`config.mk`:
```
export PLATFORM = sky130hd
export DESIGN_NAME = alu_seq
export DESIGN_NICKNAME = d
export VERILOG_FILES = /design/src/rtl/alu_seq_pkg.sv /design/src/rtl/alu_seq_mul.sv /design/src/rtl/alu_seq.sv
export SDC_FILE = /design/constraint.sdc
export NUM_CORES = 1
export LEC_CHECK = 0
export ABC_AREA = 1
export CORE_ASPECT_RATIO = 1.4
export CORE_MARGIN = 10
export CORE_UTILIZATION = 55
export DETAILED_ROUTE_END_ITERATION = 16
export GPL_TIMING_DRIVEN = 0
export PLACE_DENSITY = 0.8
export SYNTH_ARGS = -nofsm -noshare
export SYNTH_HDL_FRONTEND = slang
export SYNTH_SLANG_ARGS = --single-unit
```
`constraint.sdc`:
```
create_clock -name clk -period 4.8 [get_ports clk]
set_clock_uncertainty 0.1 [all_clocks]
set_input_delay 0.96 -clock clk [delete_from_list [all_inputs] [get_ports clk]]
set_output_delay 0.96 -clock clk [all_outputs]
set_load 0.05 [all_outputs]
```
`src/rtl/alu_seq_pkg.sv`:
```
// Shared definitions for the registered ALU: op codes, status flag positions, FSM states.
package alu_seq_pkg;

  typedef enum logic [2:0] {
    ALU_ADD = 3'd0,
    ALU_SUB = 3'd1,
    ALU_ADC = 3'd2,
    ALU_SBC = 3'd3,
    ALU_AND = 3'd4,
    ALU_OR  = 3'd5,
    ALU_XOR = 3'd6,
    ALU_MUL = 3'd7
  } alu_op_e;

  // Bit positions inside the ---SVNZC status byte
  localparam int unsigned CF = 0;
  localparam int unsigned ZF = 1;
  localparam int unsigned NF = 2;
  localparam int unsigned VF = 3;
  localparam int unsigned SF = 4;

  typedef enum logic {
    ST_IDLE = 1'b0,
    ST_MUL  = 1'b1
  } state_e;

  // Assemble a status byte; the upper three bits pass through from the caller
  function automatic logic [7:0] pack_status(input logic [2:0] top, input logic s,
                                             input logic v, input logic n,
                                             input logic z, input logic c);
    logic [7:0] st;
    st     = {top, 5'b0};
    st[SF] = s;
    st[VF] = v;
    st[NF] = n;
    st[ZF] = z;
    st[CF] = c;
    return st;
  endfunction

endpackage

```
`src/rtl/alu_seq_mul.sv`:
```
// Shift-add unsigned multiplier datapath: one partial-product step per cycle.
module alu_seq_mul #(
  parameter int unsigned W  = 8,
  parameter int unsigned CW = $clog2(W + 1)
) (
  input  logic         clk_i,
  input  logic         reset_i,
  input  logic         load_i,
  input  logic         step_i,
  input  logic [W-1:0] mcand_i,
  input  logic [W-1:0] mplier_i,
  output logic [W-1:0] nxt_hi_c,
  output logic [W-1:0] nxt_lo_c,
  output logic         last_c
);

  logic [W-1:0]  mcand_q, mcand_d;
  logic [W-1:0]  hi_q, hi_d;
  logic [W-1:0]  lo_q, lo_d;
  logic [CW-1:0] cnt_q, cnt_d;
  logic [W:0]    sum_c;

  // One step: conditional add into the high half, then shift {carry,hi,lo} right
  always_comb begin
    sum_c    = {1'b0, hi_q} + (lo_q[0] ? {1'b0, mcand_q} : '0);
    nxt_hi_c = sum_c[W:1];
    nxt_lo_c = {sum_c[0], lo_q[W-1:1]};
    last_c   = (cnt_q == CW'(1));
  end

  // Next-state selection for load versus step
  always_comb begin
    mcand_d = mcand_q;
    hi_d    = hi_q;
    lo_d    = lo_q;
    cnt_d   = cnt_q;
    if (load_i) begin
      mcand_d = mcand_i;
      hi_d    = '0;
      lo_d    = mplier_i;
      cnt_d   = CW'(W);
    end else if (step_i && (cnt_q != '0)) begin
      hi_d  = nxt_hi_c;
      lo_d  = nxt_lo_c;
      cnt_d = cnt_q - CW'(1);
    end
  end

  // Datapath registers with synchronous reset
  always_ff @(posedge clk_i) begin
    if (reset_i) begin
      mcand_q <= '0;
      hi_q    <= '0;
      lo_q    <= '0;
      cnt_q   <= '0;
    end else begin
      mcand_q <= mcand_d;
      hi_q    <= hi_d;
      lo_q    <= lo_d;
      cnt_q   <= cnt_d;
    end
  end

endmodule

```
`src/rtl/alu_seq.sv`:
```
// Registered ALU with carry-chained arithmetic, logic ops and a multi-cycle multiply.
module alu_seq
  import alu_seq_pkg::*;
#(
  parameter  int unsigned W  = 8,
  localparam int unsigned CW = $clog2(W + 1)
) (
  input  logic         clk,
  input  logic         reset,
  input  logic         start,
  input  logic [2:0]   op,
  input  logic [W-1:0] a,
  input  logic [W-1:0] b,
  input  logic [7:0]   st_in,
  output logic [W-1:0] r,
  output logic [W-1:0] r_hi,
  output logic [7:0]   st_out,
  output logic         busy,
  output logic         done
);

  state_e       state_q;
  logic [W-1:0] r_q, r_hi_q;
  logic [7:0]   st_q;
  logic         busy_q, done_q;
  logic [2:0]   st_top_q;

  alu_op_e      op_c;
  logic         cin_c, c_c, v_c, n_c, z_c;
  logic [W:0]   sum_c, dif_c;
  logic [W-1:0] res_c;
  logic [7:0]   st_c, mul_st_c;
  logic         mul_load_c, mul_step_c, mul_last_c;
  logic [W-1:0] mul_hi_c, mul_lo_c;

  assign mul_load_c = (state_q == ST_IDLE) && start && (op_c == ALU_MUL);
  assign mul_step_c = (state_q == ST_MUL);

  alu_seq_mul #(.W(W), .CW(CW)) u_mul (
    .clk_i    (clk),
    .reset_i  (reset),
    .load_i   (mul_load_c),
    .step_i   (mul_step_c),
    .mcand_i  (a),
    .mplier_i (b),
    .nxt_hi_c (mul_hi_c),
    .nxt_lo_c (mul_lo_c),
    .last_c   (mul_last_c)
  );

  // Single-cycle result and flags for every op except MUL
  always_comb begin
    op_c  = alu_op_e'(op);
    cin_c = ((op_c == ALU_ADC) || (op_c == ALU_SBC)) ? st_in[CF] : 1'b0;
    sum_c = {1'b0, a} + {1'b0, b} + {{W{1'b0}}, cin_c};
    dif_c = {1'b0, a} - {1'b0, b} - {{W{1'b0}}, cin_c};
    res_c = '0;
    c_c   = st_in[CF];
    v_c   = 1'b0;
    case (op_c)
      ALU_ADD, ALU_ADC: begin
        res_c = sum_c[W-1:0];
        c_c   = sum_c[W];
        v_c   = (a[W-1] == b[W-1]) && (res_c[W-1] != a[W-1]);
      end
      ALU_SUB, ALU_SBC: begin
        res_c = dif_c[W-1:0];
        c_c   = dif_c[W];
        v_c   = (a[W-1] != b[W-1]) && (res_c[W-1] != a[W-1]);
      end
      ALU_AND: res_c = a & b;
      ALU_OR:  res_c = a | b;
      ALU_XOR: res_c = a ^ b;
      default: res_c = '0;
    endcase
    n_c      = res_c[W-1];
    z_c      = ~|res_c;
    st_c     = pack_status(st_in[7:5], v_c ^ n_c, v_c, n_c, z_c, c_c);
    mul_st_c = pack_status(st_top_q, mul_hi_c[W-1], 1'b0, mul_hi_c[W-1],
                           ~|{mul_hi_c, mul_lo_c}, |mul_hi_c);
  end

  // Control FSM and registered outputs
  always_ff @(posedge clk) begin
    if (reset) begin
      state_q  <= ST_IDLE;
      r_q      <= '0;
      r_hi_q   <= '0;
      st_q     <= '0;
      busy_q   <= 1'b0;
      done_q   <= 1'b0;
      st_top_q <= '0;
    end else begin
      done_q <= 1'b0;
      case (state_q)
        ST_IDLE: begin
          if (start) begin
            if (op_c == ALU_MUL) begin
              state_q  <= ST_MUL;
              busy_q   <= 1'b1;
              st_top_q <= st_in[7:5];
            end else begin
              r_q    <= res_c;
              r_hi_q <= '0;
              st_q   <= st_c;
              done_q <= 1'b1;
            end
          end
        end
        ST_MUL: begin
          if (mul_last_c) begin
            r_q     <= mul_lo_c;
            r_hi_q  <= mul_hi_c;
            st_q    <= mul_st_c;
            done_q  <= 1'b1;
            busy_q  <= 1'b0;
            state_q <= ST_IDLE;
          end
        end
        default: state_q <= ST_IDLE;
      endcase
    end
  end

  assign r      = r_q;
  assign r_hi   = r_hi_q;
  assign st_out = st_q;
  assign busy   = busy_q;
  assign done   = done_q;

endmodule

```
==> impl_metrics.csv, run 1 <==
group,metric,value,unit
pwr,clkPwrFrac,0.375,
pwr,p_comb_frac,0.256,
synthesis,ys_warn_count,0,
worst_hold_path,min_path_cells,2,
synthesis,synth_area_per_cell,6.70,um2
timing,maxSlewHeadroom,0.613,
synthesis,syn_inst,631,
clocking,cts_buffers,9,
pwr,max-vdd-ir-drop,0.000174,V
clocking,ctsRootBufferMaster,"clkbuf_8",
timing,rsz0062_at_grt,"false",
drt,avgRoutedWirePerCell,14.8,um
pwr,power_frac_seq,0.368,
finish,area_growth,20.1,%
place,placed_cell_area,0.00484,mm2
place,place.gp.congestion,0.927,
timing,finalHoldViolCount,0,
timing,fin_setup_tns,0,ps
clocking,cts_tree,"done",
pwr,swShare,0.309,
timing,setup_viol,0,
clocking,clock_path_buffers,2,
grt,grt_overflow_total,0,
drt,wl,11800,um
floorplanning,rows,37,
worst_setup_path,crit_path_end_kind,"flip-flop",
place,dp_hpwl,9580,um
place,portBuffers,49,
timing,finalCriticalPeriod,3730,ps
timing,fin_crit_sh,0.776,
floorplanning,die_y,124,um
floorplanning,ioPinCount,56,
synthesis,synth-edff-count,0,
grt,antenna_found_initial,0,
drt,drt_iter0_markers,348,
pwr,p_sw,0.000429,W
drt,drtAntennaViolNets,0,
synthesis,synth.area.top_cells,"dfxtp_1 27%, nand2_1 14%, ha_1 12%",
worst_setup_path,cp.required,4940,ps
worst_setup_path,worstRegToRegCells,14,
worst_setup_path,crit_arrival,3870,ps
timing,final-max-slew-violation-count,0,
worst_setup_path,cp_max_fo,7,
floorplanning,dieArea,0.0116,mm2
clocking,cts_setup_buffers,0,
drt,num_vias,4275,
grt,grt_pass1_wl,19300,um
finish,fin_nets,766,
finish,final_area,0.00508,mm2
clocking,clk_latency,340,ps
synthesis,ys_types,39,
clocking,cts.sinks,58,
synthesis,syn-num-nets,706,
floorplanning,fp.dieW,94.1,um
pwr,intPower,0.000960,W
synthesis,synthArstFlopShare,0,
finish,drive_gt1_frac,0.0747,
synthesis,synth_ff_type,"dfxtp_1",
clocking,h-tree-depth,3,
pwr,power.leakage,2.52,nW
synthesis,synth-seq-cells,58,
worst_setup_path,path_class,"in2reg",
outcome,status,"finished, final reports clean",
grt,grt_pass1_vias,4190,
floorplanning,initial_core_util,0.571,
floorplanning,core,0.00741,mm2
synthesis,synthTopCellsByCount,"153 x nand2_1, 105 x inv_1, 58 x dfxtp_1, 49 x nand3_1, 49 x o21ai_0",
synthesis,synth.most_common_cell,"nand2_1",
drt,firstDrtPassIters,7,
clocking,cts_hold_buf,0,
timing,clock.fmax,268,MHz
job,cap_violations,0,
timing,tightest_slew,578,ps
worst_setup_path,cp-start-kind,"input pin",
synthesis,yosys.area.top_type,"dfxtp_1",
clocking,cts_resized,0,
clocking,clk_pin_slew_worst_paths,70,ps
grt,gr-usage-all-layers,0.206,
pwr,power.density,274,mW/mm2
drt,drc,0,
finish,antenna_cells,0,
worst_hold_path,hp-class,"reg2reg",
drt,vias_per_cell,5.39,
grt,grt_max_degree,11,
synthesis,synth_area,0.00423,mm2
synthesis,yosysSeqAreaShare,0.275,
synthesis,netlist.area_leader.share,0.275,
area by class of cell:
cell class | instances | area (um2)
flip-flops and latches | 58 | 1160
multi-input cells | 446 | 2560
inverters | 112 | 420
plain buffers | 15 | 88.8
clock inverters | 4 | 72.6
clock buffers | 12 | 165
well taps | 97 | 121
fillers | 655 | 2330
repair buffers | 49 | 490
placed cells by master, fill, tap and decap left out, drive strengths merged, types with 2 or more instances in the layout:
cell	n
a21oi	33
fa	5
bufinv	2
clkdlybuf4s50	49
nor3	6
ha	40
dfxtp	58
xnor2	2
nand4	10
a221oi	7
mux2i	3
nor2	53
inv	112
xor2	2
nand2	158
o21ai	58
nand3	51
or2	4
o22ai	4
clkbuf	20
o211ai	4
buf	7
per-layer routing:
metal | GRT usage | share of wire
met5 | 0 | 0
met4 | 0.0933 | 0.029
met3 | 0.0409 | 0.059
met2 | 0.385 | 0.52
met1 | 0.215 | 0.39
power by group through the flow:
stage | sequential, W | clock [W] | combinational (W)
2_1_floorplan | 0.000564 | 0 | 0.000197
3_3_place_gp | 0.000521 | 0 | 0.000343
5_1_grt | 0.000514 | 0.000544 | 0.000392
3_5_place_dp | 0.000522 | 0 | 0.000351
4_1_cts | 0.000512 | 0.000525 | 0.000353
6_report | 0.000512 | 0.000521 | 0.000356
state kept, by name, summed over array words and instances, names as in the netlist:
name	flops
u_mul.lo_q	8
r_hi	8
st_top_q	3
u_mul.cnt_q	4
u_mul.mcand_q	8
r	8
u_mul.hi_q	8
st_out	8
busy	1
mul_step_c	1
done	1
worst max-delay path, stage by stage:
cell             delay (ps)
clkdlybuf4s50_1         560
nand3_1                 220
inv_1                    70
fa_1                    550
inv_1                    60
ha_1                    170
o21ai_0                 240
nand2_1                 150
nand2_1                 110
nand3_1                 110
nand3_1                 110
nand3_1                 190
nand3_1                 180
nand2_1                  70
nand2_1                  50
nand2_1                  40
worst paths after layout:
| kind | start | end | slack [ps] |
|---|---|---|---|
| max | op[1] | st_out[4] | 1070 |
| min | r_hi[7] | r_hi[7] | 340 |
| max reg2reg | u_mul.lo_q[0] | st_out[1] | 2080 |
| min reg2reg | r_hi[7] | r_hi[7] | 340 |
logic make-up (layout without fill, tap and decap cells):
family	Yosys count	in the layout	share of synthesized area
DFF	58	58	0.275
adders and majority gates	45	45	0.142
and+or+nand+nor	283	283	0.296
muxes	3	3	0.00710
buffers and inverters	127	192	0.120
xor gates and xnor gates	4	4	0.00829
AOI/OAI and AO/OA	111	111	0.151
through the flow:
step / cells / worst slack, ps / total power (W) / util / hold slack, ps
after floorplan: 631 / 1580 / 0.000761 / - / 354
after global placement: 777 / 847 / 0.000865 / 0.653 / 328
after detailed placement: 777 / 805 / 0.000873 / 0.653 / 332
after CTS: 793 / 1150 / 0.00139 / 0.685 / 345
after global routing: 793 / 881 / 0.00145 / 0.685 / 382
final: 793 / 1070 / 0.00139 / 0.685 / 341
(Power assumes the default switching activity.)
==> run 2: changes to the inputs <==
--- a/config.mk
+++ b/config.mk
@@ -8,10 +8,10 @@
 export ABC_AREA = 1
 export CORE_ASPECT_RATIO = 1.4
 export CORE_MARGIN = 10
-export CORE_UTILIZATION = 55
+export CORE_UTILIZATION = 51
 export DETAILED_ROUTE_END_ITERATION = 16
 export GPL_TIMING_DRIVEN = 0
-export PLACE_DENSITY = 0.8
+export PLACE_DENSITY = 0.78
 export SYNTH_ARGS = -nofsm -noshare
 export SYNTH_HDL_FRONTEND = slang
 export SYNTH_SLANG_ARGS = --single-unit
==> constraint.sdc (replaced) <==
create_clock -name clk -period 3.1 [get_ports clk]
set_clock_uncertainty 0.1 [all_clocks]
set_input_delay 0.62 -clock clk [delete_from_list [all_inputs] [get_ports clk]]
set_output_delay 0.62 -clock clk [all_outputs]
set_load 0.05 [all_outputs]
==> impl_metrics.csv, run 2 (synthesis results as in run 1) <==
group,metric,value,unit
pwr,power.leakage,2.60,nW
finish,final_common_cell,"nand2_1",
clocking,cts.sinks,58,
worst_hold_path,hp-class,"reg2reg",
clocking,ctsRootBufferMaster,"clkbuf_16",
grt,grt_max_degree,11,
timing,tightest_slew,557,ps
finish,fin_nets,766,
clocking,clock_path_buffers,2,
grt,gr-usage-all-layers,0.192,
place,place.gp.congestion,0.926,
timing,final-max-slew-violation-count,0,
drt,wl,12000,um
worst_setup_path,cp_max_fo,7,
clocking,clk_latency,330,ps
floorplanning,ioPinCount,56,
floorplanning,initial_core_util,0.519,
timing,clock.fmax,342,MHz
clocking,cts_setup_buffers,0,
drt,vias_per_cell,5.31,
worst_setup_path,cp-startpoint,"op[1]",
drt,drc,0,
finish,drive_gt1_frac,0.0833,
timing,fin_crit_sh,0.942,
worst_setup_path,crit_arrival,3050,ps
timing,finalCriticalPeriod,2920,ps
floorplanning,dieArea,0.0124,mm2
place,portBuffers,49,
clocking,h-tree-depth,3,
timing,whs,349,ps
drt,avgRoutedWirePerCell,15.1,um
worst_setup_path,reg2reg_slack,330,ps
finish,area_growth,23.6,%
clocking,cts_resized,5,
clocking,clk_pin_slew_worst_paths,50,ps
place,dp_hpwl,9580,um
drt,drt_iter0_markers,171,
worst_setup_path,crit_end,"st_out[4]",
finish,antenna_cells,0,
worst_setup_path,worstRegToRegCells,14,
drt,firstDrtPassIters,8,
grt,antenna_found_initial,0,
worst_setup_path,crit_path_end_kind,"flip-flop",
grt,grt_pass1_wl,19800,um
worst_setup_path,r2r-start,"u_mul.lo_q[0]",
floorplanning,fp.dieW,97.0,um
drt,num_vias,4234,
clocking,cts_hold_buf,0,
job,cap_violations,0,
worst_setup_path,cp-start-kind,"input pin",
timing,maxSlewHeadroom,0.627,
place,placed_cell_area,0.00485,mm2
finish,fillCellCount,719,
timing,setup_slack,179,ps
finish,final_area,0.00523,mm2
floorplanning,die_y,128,um
timing,finalHoldViolCount,0,
floorplanning,rows,39,
worst_setup_path,r2r-end,"st_out[1]",
timing,setup_viol,0,
drt,drtAntennaViolNets,0,
grt,grt_pass1_vias,4197,
clocking,cts_tree,"done",
worst_setup_path,cp.required,3230,ps
clocking,cts_buffers,9,
pwr,power.density,459,mW/mm2
finish,final_util,0.641,
finish,final_cell_mix,"153 x nand2_1, 105 x inv_1, 58 x dfxtp_1",
worst_setup_path,path_class,"in2reg",
timing,rsz0062_at_grt,"false",
grt,grt_overflow_total,0,
floorplanning,core,0.00815,mm2
pwr,max-vdd-ir-drop,0.000523,V
place,post-place-ws,-547,ps
outcome,status,"finished, final reports clean",
[run 2: changes by cell type in the layout (fill, tap and decap cells not counted), sizes merged, moves of 2 or more]
cell / previous run / this run
clkdlybuf4s50: 49 / 43
dlymetal6s2s: 0 / 4
clkbuf: 20 / 23
dlygate4sd2: 0 / 2
[run 2: how the worst min path moves through the flow]
stage	from	to	slack, ps	depth (start not counted)
floorplan	st_top_q[0]	st_top_q[0]	350	2
global placement	r_hi[7]	r_hi[7]	330	2
detailed placement	r_hi[7]	r_hi[7]	340	2
CTS	r_hi[7]	r_hi[7]	350	2
global route	r_hi[7]	r_hi[7]	360	2
finish	r_hi[7]	r_hi[7]	350	2
[run 2: worst max-delay path, stage by stage]
cell and delay (ps):
dlygate4sd2_1 330, nand3_2 130, inv_1 60, fa_2 560, inv_1 50, ha_1 170, o21ai_1 160, nand2_1 130
nand2_1 110, nand3_1 140, nand2_1 100, nand2_1 50, nand3_1 90, nand2_1 110, nand2_1 80, nand2_1 50
nand2_1 60, nand2_1 40
[run 2: cell type report]
cell class	count	area, um2	area share
Buffer	15	88.8	0.0170
Clock buffer	15	288	0.0551
Clock inverter	1	30.0	0.00575
Inverter	112	420	0.0804
Multi-Input combinational cell	446	2610	0.500
Sequential cell	58	1160	0.222
Tap cell	102	128	0.0244
Timing Repair Buffer	49	498	0.0953
[run 2: metrics by stage]
| stage | instances | setup TNS, ps | power [W] |
|---|---|---|---|
| 2_1_floorplan | 631 | 0 | 0.00118 |
| 6_report | 798 | 0 | 0.00240 |
| 5_1_grt | 798 | 0 | 0.00250 |
| 3_3_place_gp | 782 | -3730 | 0.00134 |
| 4_1_cts | 798 | 0 | 0.00239 |
| 3_5_place_dp | 782 | -4190 | 0.00135 |
[run 2: report_power, final]
part	switching (W)	internal, W
Combinational	0.000365	0.000203
Clock	0.000327	0.000709
Sequential	0.0000168	0.000778
Total	0.000708	0.00169
[run 2: per-layer routing]
metal / vias up / part of all wire / global-route usage
li1: 2149 / - / -
met5: - / 0 / 0
met2: 125 / 0.50 / 0.342
met1: 1932 / 0.41 / 0.210
met3: 28 / 0.050 / 0.0426
met4: 0 / 0.033 / 0.0940
